$ cat src/rtl/sine_cfg_uart_ctrl.sv
// Framed-command parser between the UART byte interface and the PWM sine generator:
// decodes SYNC CMD DH DL CHK frames, updates generator registers and answers with ACK/NAK/status.
module sine_cfg_uart_ctrl #(
    parameter int unsigned CLK_HZ      = 50_000_000,
    parameter int unsigned TIMEOUT_CYC = CLK_HZ / 100,
    parameter logic [15:0] PINC_RST    = 16'h0100,
    parameter logic [7:0]  AMP_RST     = 8'hFF
) (
    input  logic        clk,
    input  logic        rst_n,
    input  logic [7:0]  rx_data,
    input  logic        rx_valid,
    output logic [7:0]  tx_data,
    output logic        tx_valid,
    input  logic        tx_ready,
    output logic [15:0] phase_inc,
    output logic [7:0]  amplitude,
    output logic        pwm_en,
    output logic        cfg_update,
    output logic [7:0]  err_cnt
);

    localparam logic [7:0] SYNC_BYTE = 8'hA5;
    localparam logic [7:0] ACK_BYTE  = 8'h06;
    localparam logic [7:0] NAK_BYTE  = 8'h15;
    localparam int unsigned TW       = $clog2(TIMEOUT_CYC + 1);
    localparam logic [TW-1:0] TMO_LAST = TW'(TIMEOUT_CYC - 1);

    typedef enum logic [2:0] {
        IDLE, GET_CMD, GET_DH, GET_DL, GET_CHK, EXEC, RESP
    } state_t;

    state_t        state_q, state_d;
    logic [7:0]    cmd_q, dh_q, dl_q, chk_q;
    logic [TW-1:0] tmo_q;
    logic [15:0]   phase_inc_q;
    logic [7:0]    amplitude_q;
    logic          pwm_en_q;
    logic          cfg_update_q;
    logic [7:0]    err_cnt_q;
    logic [7:0]    tx_data_q;
    logic          tx_valid_q;

    logic          in_get;
    logic          timeout_hit;
    logic          chk_ok;
    logic          cmd_write;
    logic          cmd_status;
    logic          frame_ok;
    logic [7:0]    status_byte;

    assign in_get      = (state_q == GET_CMD) || (state_q == GET_DH) ||
                         (state_q == GET_DL)  || (state_q == GET_CHK);
    // A byte arriving on the expiry cycle wins over the timeout.
    assign timeout_hit = in_get && !rx_valid && (tmo_q == TMO_LAST);

    assign chk_ok      = ((cmd_q ^ dh_q ^ dl_q) == chk_q);
    assign frame_ok    = chk_ok && (cmd_write || cmd_status);
    assign status_byte = {pwm_en_q, 6'b0, (amplitude_q == 8'h00)};

    always_comb begin
        cmd_write  = 1'b0;
        cmd_status = 1'b0;
        case (cmd_q)
            8'h01, 8'h02, 8'h03: cmd_write  = 1'b1;
            8'h04:               cmd_status = 1'b1;
            default: ;
        endcase
    end

    always_comb begin
        state_d = state_q;
        case (state_q)
            IDLE:    if (rx_valid && rx_data == SYNC_BYTE) state_d = GET_CMD;
            GET_CMD: if (rx_valid) state_d = GET_DH;
            GET_DH:  if (rx_valid) state_d = GET_DL;
            GET_DL:  if (rx_valid) state_d = GET_CHK;
            GET_CHK: if (rx_valid) state_d = EXEC;
            EXEC:    state_d = RESP;
            RESP:    if (tx_valid_q && tx_ready) state_d = IDLE;
            default: state_d = IDLE;
        endcase
        if (timeout_hit) state_d = IDLE;
    end

    always_ff @(posedge clk or negedge rst_n) begin
        if (!rst_n) begin
            state_q <= IDLE;
        end else begin
            state_q <= state_d;
        end
    end

    always_ff @(posedge clk or negedge rst_n) begin
        if (!rst_n) begin
            tmo_q <= '0;
        end else if (!in_get || rx_valid || timeout_hit) begin
            tmo_q <= '0;
        end else begin
            tmo_q <= tmo_q + 1'b1;
        end
    end

    always_ff @(posedge clk or negedge rst_n) begin
        if (!rst_n) begin
            cmd_q <= '0;
            dh_q  <= '0;
            dl_q  <= '0;
            chk_q <= '0;
        end else if (rx_valid) begin
            case (state_q)
                GET_CMD: cmd_q <= rx_data;
                GET_DH:  dh_q  <= rx_data;
                GET_DL:  dl_q  <= rx_data;
                GET_CHK: chk_q <= rx_data;
                default: ;
            endcase
        end
    end

    // Register writes and the response byte are committed in the single EXEC cycle.
    always_ff @(posedge clk or negedge rst_n) begin
        if (!rst_n) begin
            phase_inc_q  <= PINC_RST;
            amplitude_q  <= AMP_RST;
            pwm_en_q     <= 1'b0;
            cfg_update_q <= 1'b0;
            err_cnt_q    <= '0;
            tx_data_q    <= '0;
            tx_valid_q   <= 1'b0;
        end else begin
            cfg_update_q <= 1'b0;
            if (state_q == EXEC) begin
                tx_valid_q <= 1'b1;
                if (frame_ok) begin
                    case (cmd_q)
                        8'h01:   phase_inc_q <= {dh_q, dl_q};
                        8'h02:   amplitude_q <= dl_q;
                        8'h03:   pwm_en_q    <= dl_q[0];
                        default: ;
                    endcase
                    cfg_update_q <= cmd_write;
                    tx_data_q    <= cmd_status ? status_byte : ACK_BYTE;
                end else begin
                    tx_data_q <= NAK_BYTE;
                    if (err_cnt_q != 8'hFF) err_cnt_q <= err_cnt_q + 8'd1;
                end
            end else if (state_q == RESP && tx_ready) begin
                tx_valid_q <= 1'b0;
            end
        end
    end

    assign tx_data    = tx_data_q;
    assign tx_valid   = tx_valid_q;
    assign phase_inc  = phase_inc_q;
    assign amplitude  = amplitude_q;
    assign pwm_en     = pwm_en_q;
    assign cfg_update = cfg_update_q;
    assign err_cnt    = err_cnt_q;

endmodule

$ cat config.mk
export PLATFORM = sky130hd
export DESIGN_NAME = sine_cfg_uart_ctrl
export DESIGN_NICKNAME = d
export VERILOG_FILES = /design/src/rtl/sine_cfg_uart_ctrl.sv
export SDC_FILE = /design/constraint.sdc
export NUM_CORES = 1
export LEC_CHECK = 0
export CORE_MARGIN = 2
export CORE_UTILIZATION = 40
export DETAILED_ROUTE_END_ITERATION = 16
export GPL_TIMING_DRIVEN = 0
export PLACE_DENSITY_LB_ADDON = 0.15
export SLEW_MARGIN = 30
export SYNTH_ARGS = -nofsm -noshare
export SYNTH_HDL_FRONTEND = slang
export SYNTH_SLANG_ARGS = --single-unit
$ cat constraint.sdc
create_clock -name clk -period 2.86 [get_ports clk]
set_input_delay 0.715 -clock clk [delete_from_list [all_inputs] [get_ports clk]]
set_output_delay 0.715 -clock clk [all_outputs]
set_load 0.05 [all_outputs]
# Yosys cells after proc, flatten, opt, wreduce, memory -nomap -nowiden
# Cells that the tools add are included.
# totals
reg_bits	97
output_inout_bits	43
word_cells	82
input_bits	12
# op_classes
bitwise	3
reduce_logical	27
n_eq_ne	20
add_sub_neg	2
mux	17
# op_table
cell	count
3-bit two-way mux	7
3-bit case mux with 7 select lines	1
19-bit by 1-bit adder with 19-bit output, second input constant	1
19-bit == test, second input constant	1
19-bit two-way mux	1
3-bit inequality test, second input constant	6
8-bit by 2-bit == test with 1-bit output, second input constant	2
8-bit two-way mux	2
8-bit XOR	2
3-bit AND reduction	4
3-bit == test, second input constant	3
8-bit by 1-bit adder with 8-bit output, second input constant	1
8-bit by 1-bit == test with 1-bit output, second input constant	1
8-bit by 3-bit == test with 1-bit output, second input constant	1
8-bit == test	1
8-bit == test, second input constant	1
8-bit zero test	1
8-bit inequality test, second input constant	1
2-bit AND reduction	4
3-bit by 2-bit == test with 1-bit output, second input constant	2
1-bit logical AND	6
1-bit logical OR	6
1-bit two-way mux	6
6-bit AND reduction	1
6 further kinds	7

# Longest topological paths before layout
# logic_depth
word_depth	8
ltp_mapped	9
mapped_depth_nobuf	7

# Worst setup path before layout
# No wires, ideal clock.
# synth_path
path_type	register to register
startpoint	reg cmd_q[2]
endpoint	reg phase_inc_q[10], in the netlist phase_inc[10]
setup_time_ns	0.128
slack_ns	0.829
path_stages_with_launch	10
synth_period_minus_slack_ns	2.031
n_path_buf	3
t_required_ns	2.732
arrival_ns	1.903
cell_sequence	dfrtp_1 -> buf_2 -> xnor2_1 -> xnor2_1 -> nor4_1 -> and2_1 -> buf_4 -> nand3_4 -> buf_6 -> mux2_1
# synth_via
elab_chain_cells	6
elab_cells_between_ends	13
cone_classes	eq/ne: 5; mux: 2; bitwise: 2; reduce/logical: 4
# synth_rtl
item	line	source
from (decl)	34	logic [7:0] cmd_q, dh_q, dl_q, chk_q;
from (signal assigned)	112	GET_CMD: cmd_q <= rx_data;
8-bit by 2-bit == test with 1-bit output or 8-bit by 1-bit == test with 1-bit output (tied branches)	64, 136	
3-bit OR reduction	64	case (cmd_q)
1-bit two-way mux	64	
1-bit logical OR	58	assign frame_ok = chk_ok && (cmd_write || cmd_status);
1-bit logical AND	58	
3-bit AND reduction (no line) (*)	--	
to (signal assigned)	137	8'h01: phase_inc_q <= {dh_q, dl_q};
to (decl)	36	logic [15:0] phase_inc_q;
# Every way passes the cells marked *; elsewhere a longest branch is shown, timed or not.
# A chain may end at the register's enable or synchronous reset.

# Worst setup path after layout
# layout_path
startpoint	reg amplitude_q[6], in the netlist amplitude[6]
endpoint	out amplitude[6]
# layout_lines
item	line	source
from (decl)	37	logic [7:0] amplitude_q;
from (signal assigned)	138	8'h02: amplitude_q <= dl_q;
to (decl)	17	output logic [7:0] amplitude,
# No word-level cell between the ends.

==> results.cfg <==
[run_status]
status = completed

[pwr]
power.total_uw = 4240
power_density_nw_per_um2 = 819
worst_ir_drop_vdd_v = 0.000445
leakage_uw = 0.00217

[drt]
vias_per_cell = 5.12
wl_per_cell_microns = 15.5
drc = 0
routed-via-count = 2856
ant_nets = 0
drt-total-wl_mm = 8.65
dr.pass1.iters = 4
drt_iter0_markers = 98

[sta]
finalMaxSlewViolations = 0
fmax_mhz = 409
setup_viol = 0
layout_min_cycle_time_ns = 2.44
fin_crit_sh = 0.854
rsz0062_at_grt = false
fin_setup_tns_ns = 0
worstMarginPinSlew_ns = 0.776
slew_headroom = 0.481
hold_viol = 0
skew_ns = 0.0121

[yosys]
syn_area_per_cell_sq_um = 12.1
synth_cell_types = 41
syn_inst = 352
muxShareOfSynthArea = 0.153
synth_seq_cells = 94
yosys.area_share.xor_xnor = 0.0945
ys_async_sr_fraction = 1.00
synth_adder_area_share = 0.00587
synth_area_sq_um = 4260
ys_seq_area_frac = 0.554
synth_warnings = 0
synthFlopType = dfrtp_1
synth_edf_count = 0
synth_compound_area_frac = 0.0335
synth_top_family_by_area = multiplexers
synth-simple-area-share = 0.138

[cells_and_area]
antenna_cells = 0
final_util = 0.502
nets = 431
area_growth_pct = 21.5
layout_common_cells = dfrtp_1 (85), clkdlybuf4s50_1 (50), mux2_2 (48)
final_cells = 558
drive_gt1_frac = 0.199
layout_commonest_cell = dfrtp_1
final_area_sq_um = 5180

[worst_setup_path]
path_buf_inv = 1
cp_slowest_cell = clkdlybuf4s50_1
crit_path_start_kind = flip-flop
crit_family = buffers and inverters
crit_required_ns = 2.14
crit_path_end_kind = output port
crit_chain = clkdlybuf4s50_1
arrival_ns = 1.73
path_max_fanout = 3
cp_slowest_stage_delay_ns = 0.80
path_class = reg2out

[clock_tree]
clockBufferDepth = 2
cts_setup_buffers = 0
clk_pin_slew_worst_paths_ns = 0.09
clock_sinks = 94
ctsResizeCount = 0
cts_max_level = 3
hold_buffers = 0
cts_root_buf = clkbuf_8
cts_tree = built
cts_made_buffers = 9
clk_latency_ns = 0.36

[floorplan]
die_y_microns = 107
start_util = 0.413
die_area_sq_um = 11500
die_x_microns = 107
io_pins = 55
coreArea_sq_um = 10300
rows = 37

[placement]
gp_congestion = 0.815
placed_area_sq_um = 4980
post-place-cells = 542
portBuffers = 51
dp_hpwl_mm = 6.15

[global_routing]
grt_pass1_wl_mm = 14.6
grt_max_degree = 63
grt_pass1_vias = 2944
track_usage = 0.165
antenna_found_initial = 0
grt-ovfl-total = 0

[worst_hold_path]
hp-class = in2async

[run]
cap_violations = 0
[path summary, 6_finish.rpt]
| kind | start | slack (ns) | cells after the start | endpoint |
|---|---|---|---|---|
| worst min register to register | tmo_q[0]$_DFF_PN0_ | 0.49 | 1 | tmo_q[0]$_DFF_PN0_ |
| min in group clk | tmo_q[0]$_DFF_PN0_ | 0.49 | 1 | tmo_q[0]$_DFF_PN0_ |
| worst min-delay path | rst_n | 0.22 | 1 | tmo_q[13]$_DFF_PN0_ |
| max in group asynchronous | rst_n | 1.99 | 2 | amplitude[6]$_DFFE_PN1P_ |
| worst max register to register | dl_q[6]$_DFFE_PN0P_ | 0.44 | 6 | err_cnt[1]$_DFFE_PN0P_ |
| worst max-delay path | amplitude[6]$_DFFE_PN1P_ | 0.42 | 1 | amplitude[6] |
[synth_stat cells, types with 2 or more instances]
cell type	number	area [sq um]
dfrtp_1	85	2130
mux2_2	48	541
nor2_1	34	128
xnor2_1	27	236
nand3_1	19	95.1
xor2_1	19	166
nand2_1	16	60.1
mux2_1	10	113
a21oi_1	9	45.0
dfstp_2	9	236
o21ai_0	9	45.0
nand4_1	7	43.8
and3_1	6	37.5
clkbuf_1	5	18.8
nor4b_1	5	43.8
buf_4	4	30.0
inv_1	4	15.0
nor3_1	4	20.0
nor4_1	4	25.0
a31oi_1	3	18.8
and4_1	2	17.5
ha_1	2	25.0
nor4bb_1	2	20.0
or3_1	2	12.5
[report_power, final]
part / total [uW] / switching, uW / internal, uW
clock network: 849 / 459 / 391
logic: 1460 / 764 / 696
registers: 1930 / 296 / 1630
total: 4240 / 1520 / 2720
[cell families after synthesis]
family | Yosys count
XOR/XNOR | 46
AND/OR/NAND/NOR | 110
other | 1
buffers and inverters | 16
flip-flops | 94
AO/OA/AOI/OAI | 25
multiplexers | 58
adder cells (fa/ha/maj) | 2
[registers in the layout, summed over array words and instances (netlist names)]
signal      cells
amplitude       8
cfg_update      1
state_q         3
dl_q            8
tx_valid        1
dh_q            8
err_cnt         8
chk_q           8
phase_inc      16
tx_data         5
pwm_en          1
tmo_q          19
cmd_q           8
[layout make-up]
class                   instances  area (sq um)
inverters                       4          15.0
well taps                     136           170
repair buffers                 52           539
clock inverters                 2          16.3
flip-flops and latches         94          2360
fillers                       941          5150
multi-input cells             244          1830
clock buffers                  14           173
plain buffers                  12          68.8
[metrics by stage]
step                      hold WS, ns  setup slack, ns
after global routing            0.217            0.259
after CTS                       0.225            0.403
after floorplan                 0.419            0.829
after global placement          0.480            -2.45
final                           0.217            0.416
after detailed placement        0.481           0.0294
[routing by layer]
metal  global-route usage  part of all wire  vias to the layer above
li1                     -                 -                     1359
met1                0.205              0.43                     1434
met2                0.276              0.51                       53
met3               0.0468             0.041                       10
met4               0.0519             0.012                        0
met5                    0                 0                        -
Power figures use the tool's default switching activity.
